$ cat config.mk
export PLATFORM = sky130hd
export DESIGN_NAME = performance_avg_capture_flat
export DESIGN_NICKNAME = d
export VERILOG_FILES = /design/src/rtl/performance_avg_capture_if.sv /design/src/rtl/performance_avg_capture.sv /design/src/flat_wrapper.sv
export SDC_FILE = /design/constraint.sdc
export NUM_CORES = 1
export LEC_CHECK = 0
export CORE_MARGIN = 2
export CORE_UTILIZATION = 53
export DETAILED_ROUTE_END_ITERATION = 6
export PLACE_DENSITY = 0.87
export SYNTH_ARGS = -nofsm -noshare
export SYNTH_HDL_FRONTEND = slang
export SYNTH_SLANG_ARGS = --single-unit
$ cat constraint.sdc
create_clock -name i_bus_clk -period 8.62 [get_ports i_bus_clk]
set_clock_uncertainty 0.2 [all_clocks]
set_input_delay 1.724 -clock i_bus_clk [delete_from_list [all_inputs] [get_ports i_bus_clk]]
set_output_delay 1.724 -clock i_bus_clk [all_outputs]
set_load 0.005 [all_outputs]
$ cat src/rtl/performance_avg_capture_if.sv
// Counter-to-capture handshake: the counter presents a full window
// (ready + sum + count) and waits for the one-cycle copy-complete pulse.
interface performance_avg_capture_if #(
   parameter int SUM_WD = 32,
   parameter int REQ_WD = 10
);
   logic              ready;
   logic [SUM_WD-1:0] sum;
   logic [REQ_WD-1:0] req_cnt;
   logic              cp_cmplt;

   // Counter side: owns the window, consumes the copy-complete pulse.
   modport master (output ready, output sum, output req_cnt, input cp_cmplt);
   // Capture side: samples the window, returns the pulse.
   modport slave  (input ready, input sum, input req_cnt, output cp_cmplt);
endinterface

$ cat src/rtl/performance_avg_capture.sv
// Per-channel performance capture: latches a finished counter window,
// computes floor(sum / count) with a restoring divider (one quotient bit
// per cycle, MSB first) and publishes sum/count/average to the register file.
module performance_avg_capture #(
   parameter int SUM_WD = 32,
   parameter int REQ_WD = 10,
   parameter int CAP_WD = 16
) (
   input  logic                      i_bus_clk,
   input  logic                      i_bus_rst,
   performance_avg_capture_if.slave  bus,
   input  logic                      i_clear,
   output logic [SUM_WD-1:0]         o_sum,
   output logic [REQ_WD-1:0]         o_req_cnt,
   output logic [SUM_WD-1:0]         o_avg,
   output logic                      o_avg_valid,
   output logic [CAP_WD-1:0]         o_capture_cnt,
   output logic                      o_busy
);
   localparam int ITW = (SUM_WD > 1) ? $clog2(SUM_WD) : 1;
   localparam logic [ITW-1:0] LAST_ITER = ITW'(SUM_WD - 1);

   typedef enum logic [1:0] {S_IDLE, S_DIV, S_DONE, S_WAIT_LOW} state_t;

   state_t            r_state;
   logic [SUM_WD-1:0] r_sum_lat;   // original sum, kept for publishing
   logic [SUM_WD-1:0] r_dvd;       // dividend shifting out, quotient shifting in
   logic [REQ_WD-1:0] r_dvs;       // latched count (divisor)
   logic [REQ_WD-1:0] r_rem;       // remainder always < divisor, so REQ_WD bits hold it
   logic [ITW-1:0]    r_iter;
   logic              r_cp_cmplt;

   logic [SUM_WD-1:0] r_sum;
   logic [REQ_WD-1:0] r_req_cnt;
   logic [SUM_WD-1:0] r_avg;
   logic              r_avg_valid;
   logic [CAP_WD-1:0] r_capture_cnt;

   logic [REQ_WD:0]   w_rem_sh;    // partial remainder after shifting in the next dividend bit
   logic [REQ_WD:0]   w_diff;
   logic              w_ge;
   logic [SUM_WD-1:0] w_avg;

   // Trial subtraction. w_rem_sh < 2*divisor, so the difference lies in
   // (-2^REQ_WD, 2^REQ_WD) and its top bit is a clean sign/borrow flag.
   assign w_rem_sh = {r_rem, r_dvd[SUM_WD-1]};
   assign w_diff   = w_rem_sh - {1'b0, r_dvs};
   assign w_ge     = ~w_diff[REQ_WD];
   // A zero count skips division entirely and reports 0.
   assign w_avg    = (r_dvs == '0) ? '0 : r_dvd;

   // Control FSM and divider datapath; operands are frozen once latched.
   always_ff @(posedge i_bus_clk or posedge i_bus_rst) begin
      if (i_bus_rst) begin
         r_state    <= S_IDLE;
         r_sum_lat  <= '0;
         r_dvd      <= '0;
         r_dvs      <= '0;
         r_rem      <= '0;
         r_iter     <= '0;
         r_cp_cmplt <= 1'b0;
      end else begin
         r_cp_cmplt <= 1'b0;
         case (r_state)
            S_IDLE: begin
               if (bus.ready) begin
                  r_sum_lat <= bus.sum;
                  r_dvd     <= bus.sum;
                  r_dvs     <= bus.req_cnt;
                  r_rem     <= '0;
                  r_iter    <= '0;
                  r_state   <= (bus.req_cnt == '0) ? S_DONE : S_DIV;
               end
            end
            S_DIV: begin
               r_rem  <= w_ge ? w_diff[REQ_WD-1:0] : w_rem_sh[REQ_WD-1:0];
               r_dvd  <= {r_dvd[SUM_WD-2:0], w_ge};
               r_iter <= r_iter + 1'b1;
               if (r_iter == LAST_ITER) r_state <= S_DONE;
            end
            S_DONE: begin
               r_cp_cmplt <= 1'b1;
               r_state    <= S_WAIT_LOW;
            end
            S_WAIT_LOW: begin
               // The counter may hold ready a few cycles after the pulse;
               // only a low level re-arms capture.
               if (!bus.ready) r_state <= S_IDLE;
            end
            default: r_state <= S_IDLE;
         endcase
      end
   end

   // Published result registers; a clear in the DONE cycle wins over the update.
   always_ff @(posedge i_bus_clk or posedge i_bus_rst) begin
      if (i_bus_rst) begin
         r_sum         <= '0;
         r_req_cnt     <= '0;
         r_avg         <= '0;
         r_avg_valid   <= 1'b0;
         r_capture_cnt <= '0;
      end else if (i_clear) begin
         r_sum         <= '0;
         r_req_cnt     <= '0;
         r_avg         <= '0;
         r_avg_valid   <= 1'b0;
         r_capture_cnt <= '0;
      end else if (r_state == S_DONE) begin
         r_sum         <= r_sum_lat;
         r_req_cnt     <= r_dvs;
         r_avg         <= w_avg;
         r_avg_valid   <= 1'b1;
         r_capture_cnt <= r_capture_cnt + 1'b1;
      end
   end

   assign bus.cp_cmplt  = r_cp_cmplt;
   assign o_sum         = r_sum;
   assign o_req_cnt     = r_req_cnt;
   assign o_avg         = r_avg;
   assign o_avg_valid   = r_avg_valid;
   assign o_capture_cnt = r_capture_cnt;
   assign o_busy        = (r_state != S_IDLE);
endmodule
$ cat src/flat_wrapper.sv
// flat-port wrapper written by rule: the top's interface ports become plain ports
module performance_avg_capture_flat 
#(
   parameter int SUM_WD = 32,
   parameter int REQ_WD = 10,
   parameter int CAP_WD = 16
)
  (i_bus_clk, i_bus_rst, i_clear, o_sum, o_req_cnt, o_avg, o_avg_valid, o_capture_cnt, o_busy, bus_ready, bus_sum, bus_req_cnt, bus_cp_cmplt);
  performance_avg_capture_if #(.SUM_WD(SUM_WD), .REQ_WD(REQ_WD)) bus_i ();
  input  logic i_bus_clk;
  input  logic i_bus_rst;
  input  logic i_clear;
  output logic [SUM_WD-1:0] o_sum;
  output logic [REQ_WD-1:0] o_req_cnt;
  output logic [SUM_WD-1:0] o_avg;
  output logic o_avg_valid;
  output logic [CAP_WD-1:0] o_capture_cnt;
  output logic o_busy;
  input wire logic [$bits(bus_i.ready)-1:0] bus_ready;
  input wire logic [$bits(bus_i.sum)-1:0] bus_sum;
  input wire logic [$bits(bus_i.req_cnt)-1:0] bus_req_cnt;
  output wire logic [$bits(bus_i.cp_cmplt)-1:0] bus_cp_cmplt;
  assign bus_i.ready = bus_ready;
  assign bus_i.sum = bus_sum;
  assign bus_i.req_cnt = bus_req_cnt;
  assign bus_cp_cmplt = bus_i.cp_cmplt;
  performance_avg_capture #(.SUM_WD(SUM_WD), .REQ_WD(REQ_WD), .CAP_WD(CAP_WD)) u_core (.i_bus_clk(i_bus_clk), .i_bus_rst(i_bus_rst), .bus(bus_i), .i_clear(i_clear), .o_sum(o_sum), .o_req_cnt(o_req_cnt), .o_avg(o_avg), .o_avg_valid(o_avg_valid), .o_capture_cnt(o_capture_cnt), .o_busy(o_busy));
endmodule
==> results of run 1 <==
## flip-flops by register name, indices dropped and copies added (netlist names)
signal / count
u_core.o_avg: 32
u_core.o_sum: 32
u_core.r_dvd: 32
u_core.r_sum_lat: 32
u_core.o_capture_cnt: 16
u_core.o_req_cnt: 10
u_core.r_dvs: 10
u_core.r_rem: 10
u_core.r_iter: 5
u_core.r_state: 2
u_core.bus.cp_cmplt: 1
u_core.o_avg_valid: 1
## worst min-delay path, stage by stage, from the launching register on
cell and delay [ns]:
dfrtp_1 0.36, nand2_1 0.05, o21ai_0 0.06
## cell type report
cell class              instances  area (sq um)
multi-input cells             454          3390
flip-flops and latches        183          4580
inverters                      20          80.1
fillers                      1122          4850
clock buffers                  25           485
clock inverters                 6          42.5
repair buffers                144          1420
well taps                     188           235
## synthesized netlist by cell type, types with 8 or more instances
| cell type | n |
|---|---|
| and3_1 | 8 |
| buf_1 | 10 |
| nor2_1 | 67 |
| dfrtp_1 | 183 |
| ha_1 | 17 |
| xor2_1 | 10 |
| a22o_1 | 36 |
| inv_1 | 19 |
| xnor2_1 | 8 |
| nand2_1 | 53 |
| mux2_2 | 43 |
| mux2i_1 | 75 |
| a21oi_1 | 10 |
| o21ai_0 | 41 |
| clkbuf_1 | 25 |
## final timing paths
path,cells after the start,startpoint,to
max,4,u_core.r_state[0]$_DFFE_PP0P_,o_busy
min,2,u_core.r_dvd[15]$_DFFE_PP0P_,u_core.r_dvd[15]$_DFFE_PP0P_
max reg2reg,6,u_core.r_state[0]$_DFFE_PP0P_,u_core.o_avg[31]$_DFFE_PP0P_
min reg2reg,2,u_core.r_dvd[15]$_DFFE_PP0P_,u_core.r_dvd[15]$_DFFE_PP0P_
max in group asynchronous,3,i_bus_rst,u_core.r_iter[0]$_DFFE_PP0P_
min in group asynchronous,2,i_bus_rst,u_core.o_sum[27]$_DFFE_PP0P_
## power by group through the flow
stage / Clock, mW / Combinational (mW) / Sequential, mW
6_report: 0.701 / 1.44 / 1.41
5_1_grt: 0.752 / 1.59 / 1.44
4_1_cts: 0.713 / 1.45 / 1.40
3_5_place_dp: 0 / 1.43 / 1.41
3_3_place_gp: 0 / 1.39 / 1.40
2_1_floorplan: 0 / 0.957 / 1.35
## cells by family after synthesis
group	count (synthesis)
adders and majority gates	18
buffers and inverters	59
and+or+nand+nor	172
muxes	118
AOI/OAI and AO/OA	128
DFF	183
xor gates and xnor gates	18
## per-layer routing
layer / GRT usage (%) / vias up
li1: - / 2737
met5: 0 / -
met1: 32.1 / 2891
met4: 6.79 / 0
met2: 36.6 / 132
met3: 5.05 / 18
==> results.md, run 1 <==
* Status: completed
* Post-CTS Hold Buffers at 0
* Final core occ at between 60 and 70%
* Overall power at about 3.5 mW
* Synth Cell Area at 8150 sq um
* Compound-Gate Fraction of Synth Area at 11.5%
* Post-Syn Instances at 696
* Maximum vdd drop at 0.190 mV
* Maximum fanout along the worst path at 5
* CTS tree: yes
* DIE AREA at roughly 16000 sq um
* Most frequent cells in the layout: 183 x dfrtp_1, 137 x clkdlybuf4s50_1, 75 x mux2i_1
* Final instance area at 10200 sq um
* Crit path DAT at 1.95 ns
* Clock share of power at 19.8%
* Synth warnings at 0
* PwrDens at 346 nW/um^2
* Synth Area in Simple Gates at 9.55%
* Max Fclk at 258 MHz
* Mean area per synthesized cell at about 12 sq um
* Sw Ratio at 35.5%
* Pre-CTS WS at 4.52 ns
* Share of layout cells above drive strength 1 at 10.8%
* Placed Area at between 9000 and 10000 sq um
* CTS HTree Levels at 4
* Combinational power share at 40.5%
* Sequential share of the synthesized area at between 50% and 60%
* Max incr delay on CP at 0.47 ns
* FP Rows at 45
* Buf/Inv on CP at 3
* Root Driver: clkbuf_16
* Largest net degree at the start of global routing at between 100 and 150
* Met2 Routed Length at 8840 um
* Mapped Nets at 760
* Rel. slew slack at approximately 23%
* Initial Utilization at 54.0%
* Post-route setup slack at 4.75 ns
* Die width at 128 um
* NetSw at around 1.3 mW
* # diodes at 0
* Core Box Area at 15100 sq um
* Adder-cell share of the synthesized area at 2.86%
* Pleak at roughly 4.5 nW
* WL final at 18100 um
* Total GRT Usage at 23.0%
* DRC violations left at 0
* Dpl cells at 989
* Slew Viols, Final at 0
* Initial antenna violation count at 0
* Netlist cell types at 56
* WS Path Type: reg -> out
* Clk sinks at 183
* Vias/cell at 5.66
* Io pins at 139
* Measured slew at the worst slew-check pin at 1.16 ns
* NumNets Final at 884
* Detailed Routing Iterations Pass 1 at 5
* Hold crit path type: reg -> reg
* Setup Viol. Count Final at 0
* RSZ-0062 raised after global routing: false
* Average wire per standard cell at 17.8 um
* DR WL met3 at 793 um
* Hold slack at just over 0.3 ns
* # resized after CTS at 0
* Cell breakdown of the critical path: inv_1, ha_1, inv_1, clkdlybuf4s50_1
* Initial detailed-routing violation count at 452
* Cell repeated most along the worst path: inv_1
* Critical path's top delay family: buffers and inverters
* Flop pwr share at 39.7%
* Biggest area consumer among synthesized cells: dfrtp_1
* GRT overflow at 0
* Setup Fix Bufs, Post-CTS at 0
* Final period utilization at 44.9%
* EDFF count, synth at 0
* CP endpoint kind: output port
* CTS Buf Count at 17
* Multiplexer share of the synthesized area at 15.2%
* Dpl hpwl at 11900 um
* Synth Area in XOR/XNOR at under 10%
* Largest family of logic cells by synthesized area: multiplexers
* Clock tree buffer depth at 2
* Fin Setup TNS at 0 ns
* Internal power at 2.29 mW
* Number of buffers added on ports at 138
* Clock Latency Late Sink at 0.42 ns
* Crit start category: register
* Fin cells at 1020
* CTS clk-pin slew, worst paths at around 0.06 ns
* Tmin final at 3.87 ns
* Reg-to-reg setup timing slack at 5.48 ns
* Max-Cap Viols at 0
* DR top layer: met4
* Met1 WL at 8280 um
* Yosys top cell area share at 56.2%
* Vias at 5778
* Worst EP required at 6.70 ns
* GP Congestion at 0.853
* Vias in the first global route at just under 6000
* Synth-to-Final Area Change at 25.6%
* Routed Antenna Nets at 0
* Main flop type after synthesis: dfrtp_1
* Count of final hold-check violations at 0
* Critical path's slowest cell: clkdlybuf4s50_1
* Yosys reg bits at approximately 180
* Die height at 128 um
* First-pass GRT wire length at about 30000 um
* Commonest non-fill, non-tap cell in the layout: dfrtp_1
* Synth area leaders: dfrtp_1 56%, mux2i_1 9.2%, mux2_2 5.9%
* Asr flop ratio synth at 100%
No activity file was read; power rests on OpenSTA's default activity.
==> run 2, diff against run 1 <==
==> constraint.sdc (replaced) <==
create_clock -name i_bus_clk -period 4 [get_ports i_bus_clk]
set_clock_uncertainty 0.2 [all_clocks]
set_input_delay 0.8 -clock i_bus_clk [delete_from_list [all_inputs] [get_ports i_bus_clk]]
set_output_delay 0.8 -clock i_bus_clk [all_outputs]
set_load 0.005 [all_outputs]
==> run 2 against run 1 <==
  * Global-route usage rose by 0.60 points
  * Largest power group unchanged
  * Clock-buffer cell count fell by 6
  * Largest cell class unchanged
  * Critical endpoint is now u_core.r_rem[6]$_DFFE_PP0P_
  * Critical path type is now reg -> reg
  * First-iteration DRC count fell by 37%
  * Register-to-register slack got worse by 4.5 ns
  * Setup slack got worse by 3.8 ns
==> results.md, run 2 (synthesized netlist as in run 1, its figures left out) <==
* Status: completed
* Share of layout cells above drive strength 1 at 11.8%
* Io pins at about 140
* Dpl hpwl at around 13000 um
* Setup Viol. Count Final at 0
* CTS tree: yes
* Core Box Area at 15100 sq um
* Final core occ at 68.7%
* CTS Buf Count at 17
* NumNets Final at 887
* Hold slack at 0.300 ns
* Path depth of the worst reg2reg path at 10
* Initial Utilization at 54.0%
* Hold crit path type: reg -> reg
* # diodes at 0
* Total GRT Usage at 23.6%
* Fill count at 1088
* # resized after CTS at 0
* Maximum vdd drop at ~0.46 mV
* PwrDens at 756 nW/um^2
* DIE AREA at 16400 sq um
* Average wire per standard cell at 18.2 um
* Buf/Inv on CP at 2
* CTS clk-pin slew, worst paths at 0.07 ns
* Cell repeated most along the worst path: inv_1
* Max incr delay on CP at 0.50 ns
* DRC violations left at 0
* Detailed Routing Iterations Pass 1 at 4
* Commonest non-fill, non-tap cell in the layout: dfrtp_1
* Met3 GRT Util at 5.09%
* RSZ-0062 raised after global routing: false
* FP Rows at 45
* Dpl cells at just under 1000
* Final period utilization at 76.4%
* Routed Antenna Nets at 0
* Clk sinks at 183
* Measured slew at the worst slew-check pin at 1.11 ns
* Fin Setup TNS at 0 ns
* Synth-to-Final Area Change at 27.2%
* Rel. slew slack at 25.6%
* Setup Fix Bufs, Post-CTS at 0
* Cell breakdown of the critical path: inv_1, ha_1, inv_1, fa_1, a211oi_2, o21bai_1, a21o_1, a311oi_4, nor4_1, a311o_1
* Final instance area at between 10000 and 15000 sq um
* Crit path DAT at 3.16 ns
* Max Fclk at 327 MHz
* M2 GR Usage at a little under two fifths
* Largest net degree at the start of global routing at 100
* Clock tree buffer depth at 2
* Fin cells at 1024
* Footprint of the multi-input gates at 3390 sq um
* Die height at 128 um
* Register area at 4580 sq um
* WS Path Type: reg -> reg
* Pre-CTS WS at 0.976 ns
* Count of final hold-check violations at 0
* Critical path's slowest cell: a311oi_4
* Maximum fanout along the worst path at 10
* Tmin final at 3.06 ns
* Die width at 128 um
* GRT overflow at 0
* Root Driver: clkbuf_16
* Levels on crit path at 10
* Number of buffers added on ports at 138
* Met1 Usage GRT at 31.5%
* Post-CTS Hold Buffers at 0
* Hold Path Stages at 1
* Placed Area at 9770 sq um
* First-pass GRT wire length at between 30000 and 40000 um
* Vias/cell at 5.73
* Overall power at a little under 8 mW
* GP Congestion at 0.869
* Clock Latency Late Sink at 0.42 ns
* Initial detailed-routing violation count at around 290
* Worst EP required at 4.11 ns
* Most frequent cells in the layout: 183 x dfrtp_1, 137 x clkdlybuf4s50_1, 75 x mux2i_1
* Post-route setup slack at between 0.9 and 1 ns
* CTS HTree Levels at 4
* Max-Cap Viols at 0
* Pleak at 4.59 nW
* Critical path's top delay family: compound AO/OA/AOI/OAI gates
* Crit start category: register
* CP endpoint kind: register
* WL final at 18600 um
* Vias at 5870
* Initial antenna violation count at 0
* Slew Viols, Final at 0
* Most used routing layer: met2
* Vias in the first global route at 5892
-- run 2: worst paths after layout --
check | startpoint | endpoint | slack, ns
min in group asynchronous | i_bus_rst | u_core.r_sum_lat[4]$_DFFE_PP0P_ | 0.56
worst min-delay path | u_core.o_avg[6]$_DFFE_PP0P_ | u_core.o_avg[6]$_DFFE_PP0P_ | 0.30
worst min register to register | u_core.o_avg[6]$_DFFE_PP0P_ | u_core.o_avg[6]$_DFFE_PP0P_ | 0.30
worst max register to register | u_core.r_dvd[31]$_DFFE_PP0P_ | u_core.r_rem[6]$_DFFE_PP0P_ | 0.94
worst max-delay path | u_core.r_dvd[31]$_DFFE_PP0P_ | u_core.r_rem[6]$_DFFE_PP0P_ | 0.94
max in group asynchronous | i_bus_rst | u_core.o_sum[13]$_DFFE_PP0P_ | 2.19
-- run 2: area by class of cell --
class,instances,share of cell area (%)
clock buffer,19,4.37
clock inverter,13,1.38
inverter,20,0.761
multi-input combinational,454,32.7
sequential,183,44.2
tap,188,2.27
timing repair buffer,147,14.3
-- run 2: worst register-to-register path, stage by stage (launching register included) --
cell and delay [ns]:
dfrtp_1 0.39, inv_1 0.08, ha_1 0.16, inv_1 0.05, fa_1 0.42, a211oi_2 0.30
o21bai_1 0.15, a21o_1 0.24, a311oi_4 0.50, nor4_1 0.12, a311o_1 0.34
-- run 2: power breakdown --
group	leakage (nW)	switching [mW]	total (mW)	internal (mW)
sequential	2.37	0.488	3.02	2.53
combinational	1.93	1.56	3.13	1.57
clock	0.289	0.720	1.68	0.961
total	4.59	2.77	7.84	5.07
-- run 2: layer usage --
layer,routed length (um),share of wire [%]
met1,8300,45
met4,439,2.4
met5,0,0
met3,837,4.5
met2,9060,49
